$ cat config.mk
export PLATFORM = sky130hd
export DESIGN_NAME = tape_rec
export DESIGN_NICKNAME = d
export VERILOG_FILES = /design/src/rtl/tape_rec.sv
export SDC_FILE = /design/constraint.sdc
export NUM_CORES = 1
export LEC_CHECK = 0
export CAP_MARGIN = 25
export CORE_ASPECT_RATIO = 1.2
export CORE_MARGIN = 1.5
export CORE_UTILIZATION = 35
export DETAILED_ROUTE_END_ITERATION = 6
export RECOVER_POWER = 25
export SLEW_MARGIN = 0
export SYNTH_ARGS = -nofsm -noshare
export SYNTH_HDL_FRONTEND = slang
export SYNTH_SLANG_ARGS = --single-unit
$ cat constraint.sdc
create_clock -name clk -period 8 [get_ports clk]
set_input_delay 2 -clock clk [delete_from_list [all_inputs] [get_ports clk]]
set_output_delay 2 -clock clk [all_outputs]
set_load 0.005 [all_outputs]
$ cat src/rtl/tape_rec.sv
// Cassette capture decoder: measures tape pulse widths, pairs cycles into bits,
// frames bytes and writes them to the tape buffer RAM. Optional checksum: TAPE_REC_CHECKSUM_EN.
module tape_rec #(
    parameter int SHORT_MAX = 1,
    parameter int LONG_MAX  = 3,
    parameter int TIMEOUT   = 64,
    parameter int CW        = 8
) (
    input  logic        clk,
    input  logic        reset,
    input  logic        ce_tape,
    input  logic        tape_in,
    input  logic        arm,
    output logic        wr,
    output logic [15:0] addr,
    output logic [7:0]  data,
    output logic [15:0] length,
    output logic        busy,
    output logic        done,
    output logic        err,
    output logic [7:0]  checksum
);

    typedef enum logic [1:0] {IDLE, HUNT, DATA, STOP} state_e;

    localparam logic [CW-1:0] CNT_MAX = {CW{1'b1}};

    logic          sync1_q, sync2_q, sync3_q;
    logic [CW-1:0] width_q, width_d;
    logic [CW-1:0] gap_q, gap_d;
    state_e        state_q, state_d;
    logic          half_q, half_d;
    logic          first_long_q, first_long_d;
    logic [7:0]    shift_q, shift_d;
    logic [3:0]    bit_cnt_q, bit_cnt_d;
    logic [1:0]    stop_cnt_q, stop_cnt_d;
    logic          wr_q, wr_d;
    logic [15:0]   addr_q, addr_d;
    logic [7:0]    data_q, data_d;
    logic [15:0]   length_q, length_d;
    logic          busy_q, busy_d;
    logic          done_q, done_d;
    logic          err_q, err_d;

    logic rise, fall, is_short, is_long, timeout_hit;

    // NOTE: every flop uses <= so all state updates see the pre-edge values.
    always_ff @(posedge clk) begin
        if (reset) begin
            sync1_q <= 1'b0;
            sync2_q <= 1'b0;
            sync3_q <= 1'b0;
        end else begin
            sync1_q <= tape_in;
            sync2_q <= sync1_q;
            sync3_q <= sync2_q;
        end
    end

    assign rise = sync2_q & ~sync3_q;
    assign fall = ~sync2_q & sync3_q;

    // A tick coinciding with the rising edge belongs to the new pulse.
    always_comb begin
        width_d = width_q;
        gap_d   = gap_q;
        if (rise) begin
            width_d = ce_tape ? CW'(1) : '0;
            gap_d   = ce_tape ? CW'(1) : '0;
        end else if (ce_tape) begin
            if (sync2_q && width_q != CNT_MAX) width_d = width_q + CW'(1);
            if (gap_q != CNT_MAX)              gap_d   = gap_q + CW'(1);
        end
    end

    assign is_short    = (width_q >= CW'(1)) && (width_q <= CW'(SHORT_MAX));
    assign is_long     = (width_q > CW'(SHORT_MAX)) && (width_q <= CW'(LONG_MAX));
    assign timeout_hit = (state_q != IDLE) && (gap_q == CW'(TIMEOUT)) && (length_q != 16'd0);

`ifdef TAPE_REC_CHECKSUM_EN
    logic [7:0] checksum_q, checksum_d;
`endif

    always_comb begin
        state_d      = state_q;
        half_d       = half_q;
        first_long_d = first_long_q;
        shift_d      = shift_q;
        bit_cnt_d    = bit_cnt_q;
        stop_cnt_d   = stop_cnt_q;
        wr_d         = 1'b0;
        addr_d       = addr_q;
        data_d       = data_q;
        length_d     = length_q;
        done_d       = 1'b0;
        err_d        = err_q;
`ifdef TAPE_REC_CHECKSUM_EN
        checksum_d   = checksum_q;
`endif

        if (arm) begin
            addr_d   = 16'd0;
            length_d = 16'd0;
            err_d    = 1'b0;
            half_d   = 1'b0;
            state_d  = HUNT;
`ifdef TAPE_REC_CHECKSUM_EN
            checksum_d = 8'h00;
`endif
        end else if (timeout_hit) begin
            if (state_q != HUNT) err_d = 1'b1;
            half_d  = 1'b0;
            done_d  = 1'b1;
            state_d = IDLE;
        end else if (state_q != IDLE && fall) begin
            if (!is_short && !is_long) begin
                err_d   = 1'b1;
                half_d  = 1'b0;
                shift_d = 8'h00;
                state_d = HUNT;
            end else if (!half_q) begin
                half_d       = 1'b1;
                first_long_d = is_long;
            end else if (first_long_q != is_long) begin
                err_d   = 1'b1;
                half_d  = 1'b0;
                shift_d = 8'h00;
                state_d = HUNT;
            end else begin
                // Matched pair: two shorts encode 1, two longs encode 0.
                half_d = 1'b0;
                case (state_q)
                    HUNT: begin
                        if (is_long) begin
                            state_d   = DATA;
                            bit_cnt_d = 4'd8;
                        end
                    end
                    DATA: begin
                        shift_d   = {shift_q[6:0], is_short};
                        bit_cnt_d = bit_cnt_q - 4'd1;
                        if (bit_cnt_q == 4'd1) begin
                            state_d    = STOP;
                            stop_cnt_d = 2'd2;
                        end
                    end
                    STOP: begin
                        if (is_long) begin
                            err_d   = 1'b1;
                            shift_d = 8'h00;
                            state_d = HUNT;
                        end else if (stop_cnt_q == 2'd1) begin
                            wr_d   = 1'b1;
                            data_d = shift_q;
                            addr_d = length_q;
`ifdef TAPE_REC_CHECKSUM_EN
                            checksum_d = checksum_q + shift_q;
`endif
                            if (length_q == 16'hFFFF) begin
                                err_d   = 1'b1;
                                done_d  = 1'b1;
                                state_d = IDLE;
                            end else begin
                                length_d = length_q + 16'd1;
                                state_d  = HUNT;
                            end
                        end else begin
                            stop_cnt_d = stop_cnt_q - 2'd1;
                        end
                    end
                    default: state_d = IDLE;
                endcase
            end
        end

        busy_d = (state_d != IDLE);
    end

    always_ff @(posedge clk) begin
        if (reset) begin
            width_q      <= '0;
            gap_q        <= '0;
            state_q      <= IDLE;
            half_q       <= 1'b0;
            first_long_q <= 1'b0;
            shift_q      <= 8'h00;
            bit_cnt_q    <= 4'd0;
            stop_cnt_q   <= 2'd0;
            wr_q         <= 1'b0;
            addr_q       <= 16'd0;
            data_q       <= 8'h00;
            length_q     <= 16'd0;
            busy_q       <= 1'b0;
            done_q       <= 1'b0;
            err_q        <= 1'b0;
        end else begin
            width_q      <= width_d;
            gap_q        <= gap_d;
            state_q      <= state_d;
            half_q       <= half_d;
            first_long_q <= first_long_d;
            shift_q      <= shift_d;
            bit_cnt_q    <= bit_cnt_d;
            stop_cnt_q   <= stop_cnt_d;
            wr_q         <= wr_d;
            addr_q       <= addr_d;
            data_q       <= data_d;
            length_q     <= length_d;
            busy_q       <= busy_d;
            done_q       <= done_d;
            err_q        <= err_d;
        end
    end

`ifdef TAPE_REC_CHECKSUM_EN
    always_ff @(posedge clk) begin
        if (reset) checksum_q <= 8'h00;
        else       checksum_q <= checksum_d;
    end
    assign checksum = checksum_q;
`else
    assign checksum = 8'h00;
`endif

    assign wr     = wr_q;
    assign addr   = addr_q;
    assign data   = data_q;
    assign length = length_q;
    assign busy   = busy_q;
    assign done   = done_q;
    assign err    = err_q;

endmodule

# Yosys cells after proc, flatten, opt, wreduce, memory -nomap -nowiden
# Index checks and enable logic that the tools add are counted.
[classes]
add_sub_neg = 5
magnitude_cmp = 4
eq_ne = 17
muxes = 52
bitwise = 13
n_reduce_logical = 37
[op_table]
columns = ["operator", "n"]
rows = [
  ["$mux W8", 10],
  ["$mux W2", 13],
  ["$mux W1", 24],
  ["$reduce_and A9 Y1", 2],
  ["$reduce_bool A2 Y1", 9],
  ["$add A16 B1 Y16 const B", 1],
  ["$add A8 B1 Y8 const B", 2],
  ["$eq A16 B16 Y1 const B", 1],
  ["$ne A8 B8 Y1 const B", 2],
  ["$pmux W8 S2", 1],
  ["$reduce_and A8 Y1", 2],
  ["$reduce_bool A16 Y1", 1],
  ["$reduce_and A6 Y1", 2],
  ["$not A1 Y1", 11],
  ["$reduce_and A10 Y1", 1],
  ["$reduce_bool A5 Y1", 2],
  ["$reduce_or A9 Y1", 1],
  ["$eq A8 B7 Y1 const B", 1],
  ["$ge A8 B1 Y1 const B", 1],
  ["$gt A8 B1 Y1 const B", 1],
  ["$le A8 B1 Y1 const B", 1],
  ["$le A8 B2 Y1 const B", 1],
  ["$ne A2 B2 Y1 const B", 4],
  ["$pmux W4 S2", 1],
  ["20 further kinds", 33],
]
[word_totals]
register_bits = 81
input_bits = 5
out_inout_bits = 52

# Longest topological paths before layout
[logic_depth]
depth_word = 12
depth_mapped = 13
ltp_nobuf = 12

# Worst setup path before layout
# Ideal clock, no wire load.
[synth_path]
path_type = "input to register"
startpoint = "input port reset"
endpoint = "register shift_q[1]"
arrival_ns = 3.010
required_time_ns = 7.928
slack_ns = 4.918
cell_stages = 4
cell_sequence = "clkbuf_1 nor4_1 nand2_1 mux2i_1"
[synth_rtl]
columns = ["item", "line", "source"]
rows = [
  ["start, declared", "10", "input logic reset,"],
  ["end signal, assigned", "202", "shift_q <= shift_d;"],
  ["end, declared", "34", "logic [7:0] shift_q, shift_d;"],
]

==> impl_metrics.json <==
{
  "synthCells": 465,
  "cp.arrival_ns": 4.89,
  "clockBufferDepth": 2,
  "vias": 3409,
  "totalPowerFinal_mw": 0.8841,
  "dp_slack_ns": 3.996,
  "ys_seq_area_share_pct": 40.96,
  "cts_tree": "yes",
  "firstDrtPassIters": 5,
  "io_pins": 57,
  "fin_cells": 645,
  "rsz0062_at_grt": "false",
  "gp_congestion": 0.8534,
  "clock_latency_ns": 0.34,
  "final_max_slew_viol_count": 0,
  "syn_area_sq_um": 3959,
  "cts_buffers": 9,
  "seq_area_sq_um": 1622,
  "die_h_um": 119.5,
  "async_flop_share_pct": 0,
  "rows": 42,
  "cts.sink_count": 81,
  "maxCapViolations": 0,
  "hold_class": "reg2reg",
  "worstPathRequired_ns": 8.24,
  "tns_ns": 0,
  "leakage_nw": 1.880,
  "start_util_pct": 35.87,
  "ant_nets": 0,
  "fin_util_pct": 43.63,
  "drive_gt1_share_pct": 5.653,
  "fin_crit_ns": 4.650,
  "fmax_mhz": 215.0,
  "wirelength_um": 9074,
  "slowest_delay_ns": 1.03,
  "overflow": 0,
  "grt_pass1_wl_um": 14880,
  "holdBufCountCts": 0,
  "dp_hpwl_um": 6423,
  "drtIter0Drc": 202,
  "area_growth_pct": 21.62,
  "ys_types": 61,
  "antenna_cells": 0,
  "final-setup-viol-count": 0,
  "synth_largest_area_cell": "dfxtp_1",
  "hold_violations": 0,
  "tightest_slew_ns": 1.429,
  "die_w_um": 100.1,
  "num-fill-cells": 1100,
  "multiInputGateArea_sq_um": 2117,
  "status": "finished clean",
  "path_cells": "dlygate4sd3_1 -> clkbuf_1 -> inv_1 -> nand2_1 -> o22ai_1 -> a32o_1",
  "ys_ff_latch": 81,
  "portBuffers": 48,
  "endpoint_kind": "flip-flop",
  "postCtsSetupRepairBufs": 0,
  "skew_ns": 0.006308,
  "crit_slowest_cell": "clkbuf_1",
  "htreeDepth": 3,
  "viasPerCell": 5.285,
  "nets": 528,
  "relSlewSlack_pct": 4.714,
  "yosys_warnings": 0,
  "core_area_sq_um": 11040,
  "cp_max_fo": 30,
  "timing_worst_setup_path_type": "in2reg",
  "most-common-layout-cells": "dfxtp_1, nor2_1, nand2_1",
  "wl_per_cell_um": 14.07,
  "clk_pin_slew_ns": 0.06,
  "synth_area_leaders": "dfxtp_1, mux2i_1, nor2_1",
  "p_per_area_nw_per_um2": 183.6,
  "placed_cells": 629,
  "cts_resized": 0,
  "netlist.area_leader.share_pct": 40.96,
  "fin_crit_sh_pct": 58.13,
  "ir_worst_vdd_mv": 0.1020,
  "track_usage_pct": 15.76,
  "startpoint_type": "primary input",
  "antenna_found_initial": 0,
  "drc": 0,
  "layout_commonest_cell": "dfxtp_1",
  "setup_ws_ns": 3.350,
  "die_area_sq_um": 11960,
  "grt_pass1_vias": 3212,
  "synth_edf_count": 0,
  "root_buffer": "clkbuf_16",
  "synth-main-ff-cell": "dfxtp_1",
  "grt_max_degree": 36,
  "avgSynthCellArea_sq_um": 8.514
}
layout make-up:
class / count / share of cell area (%)
multi-input cells: 340 / 43.97
flip-flops and latches: 81 / 33.68
repair buffers: 50 / 10.21
clock buffers: 11 / 5.042
well taps: 132 / 3.430
inverters: 26 / 2.027
clock inverters: 5 / 1.637
report_power, final:
part           internal (mW)  switching, mW
Sequential             0.406        0.00350
Combinational         0.0103         0.0211
Clock                  0.281          0.162
through the flow:
step                hold WS, ns  area (sq um)
detailed placement       0.4361          4497
global placement         0.4256          4497
finish                   0.4404          4815
global route             0.4581          4815
floorplan                0.4138          3985
CTS                      0.4496          4818
layer usage:
layer  vias to the layer above  wire (um)  track usage (%)
met3                        20        347            3.494
met5                         -          0                0
met4                         0        263            8.803
li1                       1697          -                -
met1                      1601       4019            18.58
met2                        91       4445            26.28
cells in the mapped netlist, types with 6 or more instances:
| cell | n |
|---|---|
| a21oi_1 | 26 |
| buf_4 | 10 |
| clkbuf_1 | 11 |
| dfxtp_1 | 81 |
| ha_1 | 15 |
| inv_1 | 24 |
| mux2i_1 | 28 |
| nand2_1 | 55 |
| nand2b_1 | 7 |
| nand3_1 | 18 |
| nand4_1 | 12 |
| nor2_1 | 58 |
| nor3_1 | 13 |
| nor4_1 | 6 |
| o21ai_0 | 14 |
| or3_1 | 8 |
| xor2_1 | 9 |
final timing paths:
| path | depth (start not counted) | end | startpoint | slack (ns) |
|---|---|---|---|---|
| min reg2reg | 1 | sync2_q | sync1_q | 0.44 |
| max | 6 | gap_q[5] | reset | 3.35 |
| max reg2reg | 8 | data[0] | state_q[1] | 4.66 |
| min | 1 | sync2_q | sync1_q | 0.44 |
flip-flops by register name, indices dropped and copies added (netlist names), 2 cells and up:
name	count
addr	16
length	16
data	8
gap_q	8
shift_q	8
width_q	8
bit_cnt_q	4
state_q	2
stop_cnt_q	2
critical path: cells and delay by family:
family / cells / cell delay (ns)
AND/OR/NAND/NOR: 1 / 0.44
buffers and inverters: 3 / 2.06
AO/OA/AOI/OAI: 2 / 0.36
logic make-up (layout without fill, tap and decap cells):
group / after synthesis / count (layout) / synth area share, %
simple gates: 203 / 203 / 26.08
buf+inv: 51 / 92 / 6.226
other cells: 1 / 8 / 0.09473
flops: 81 / 81 / 40.96
xor+xnor: 12 / 12 / 2.655
mux: 28 / 28 / 7.080
compound gates: 74 / 74 / 12.17
fa+ha+maj: 15 / 15 / 4.741
No activity file was read; power rests on OpenSTA's default activity.
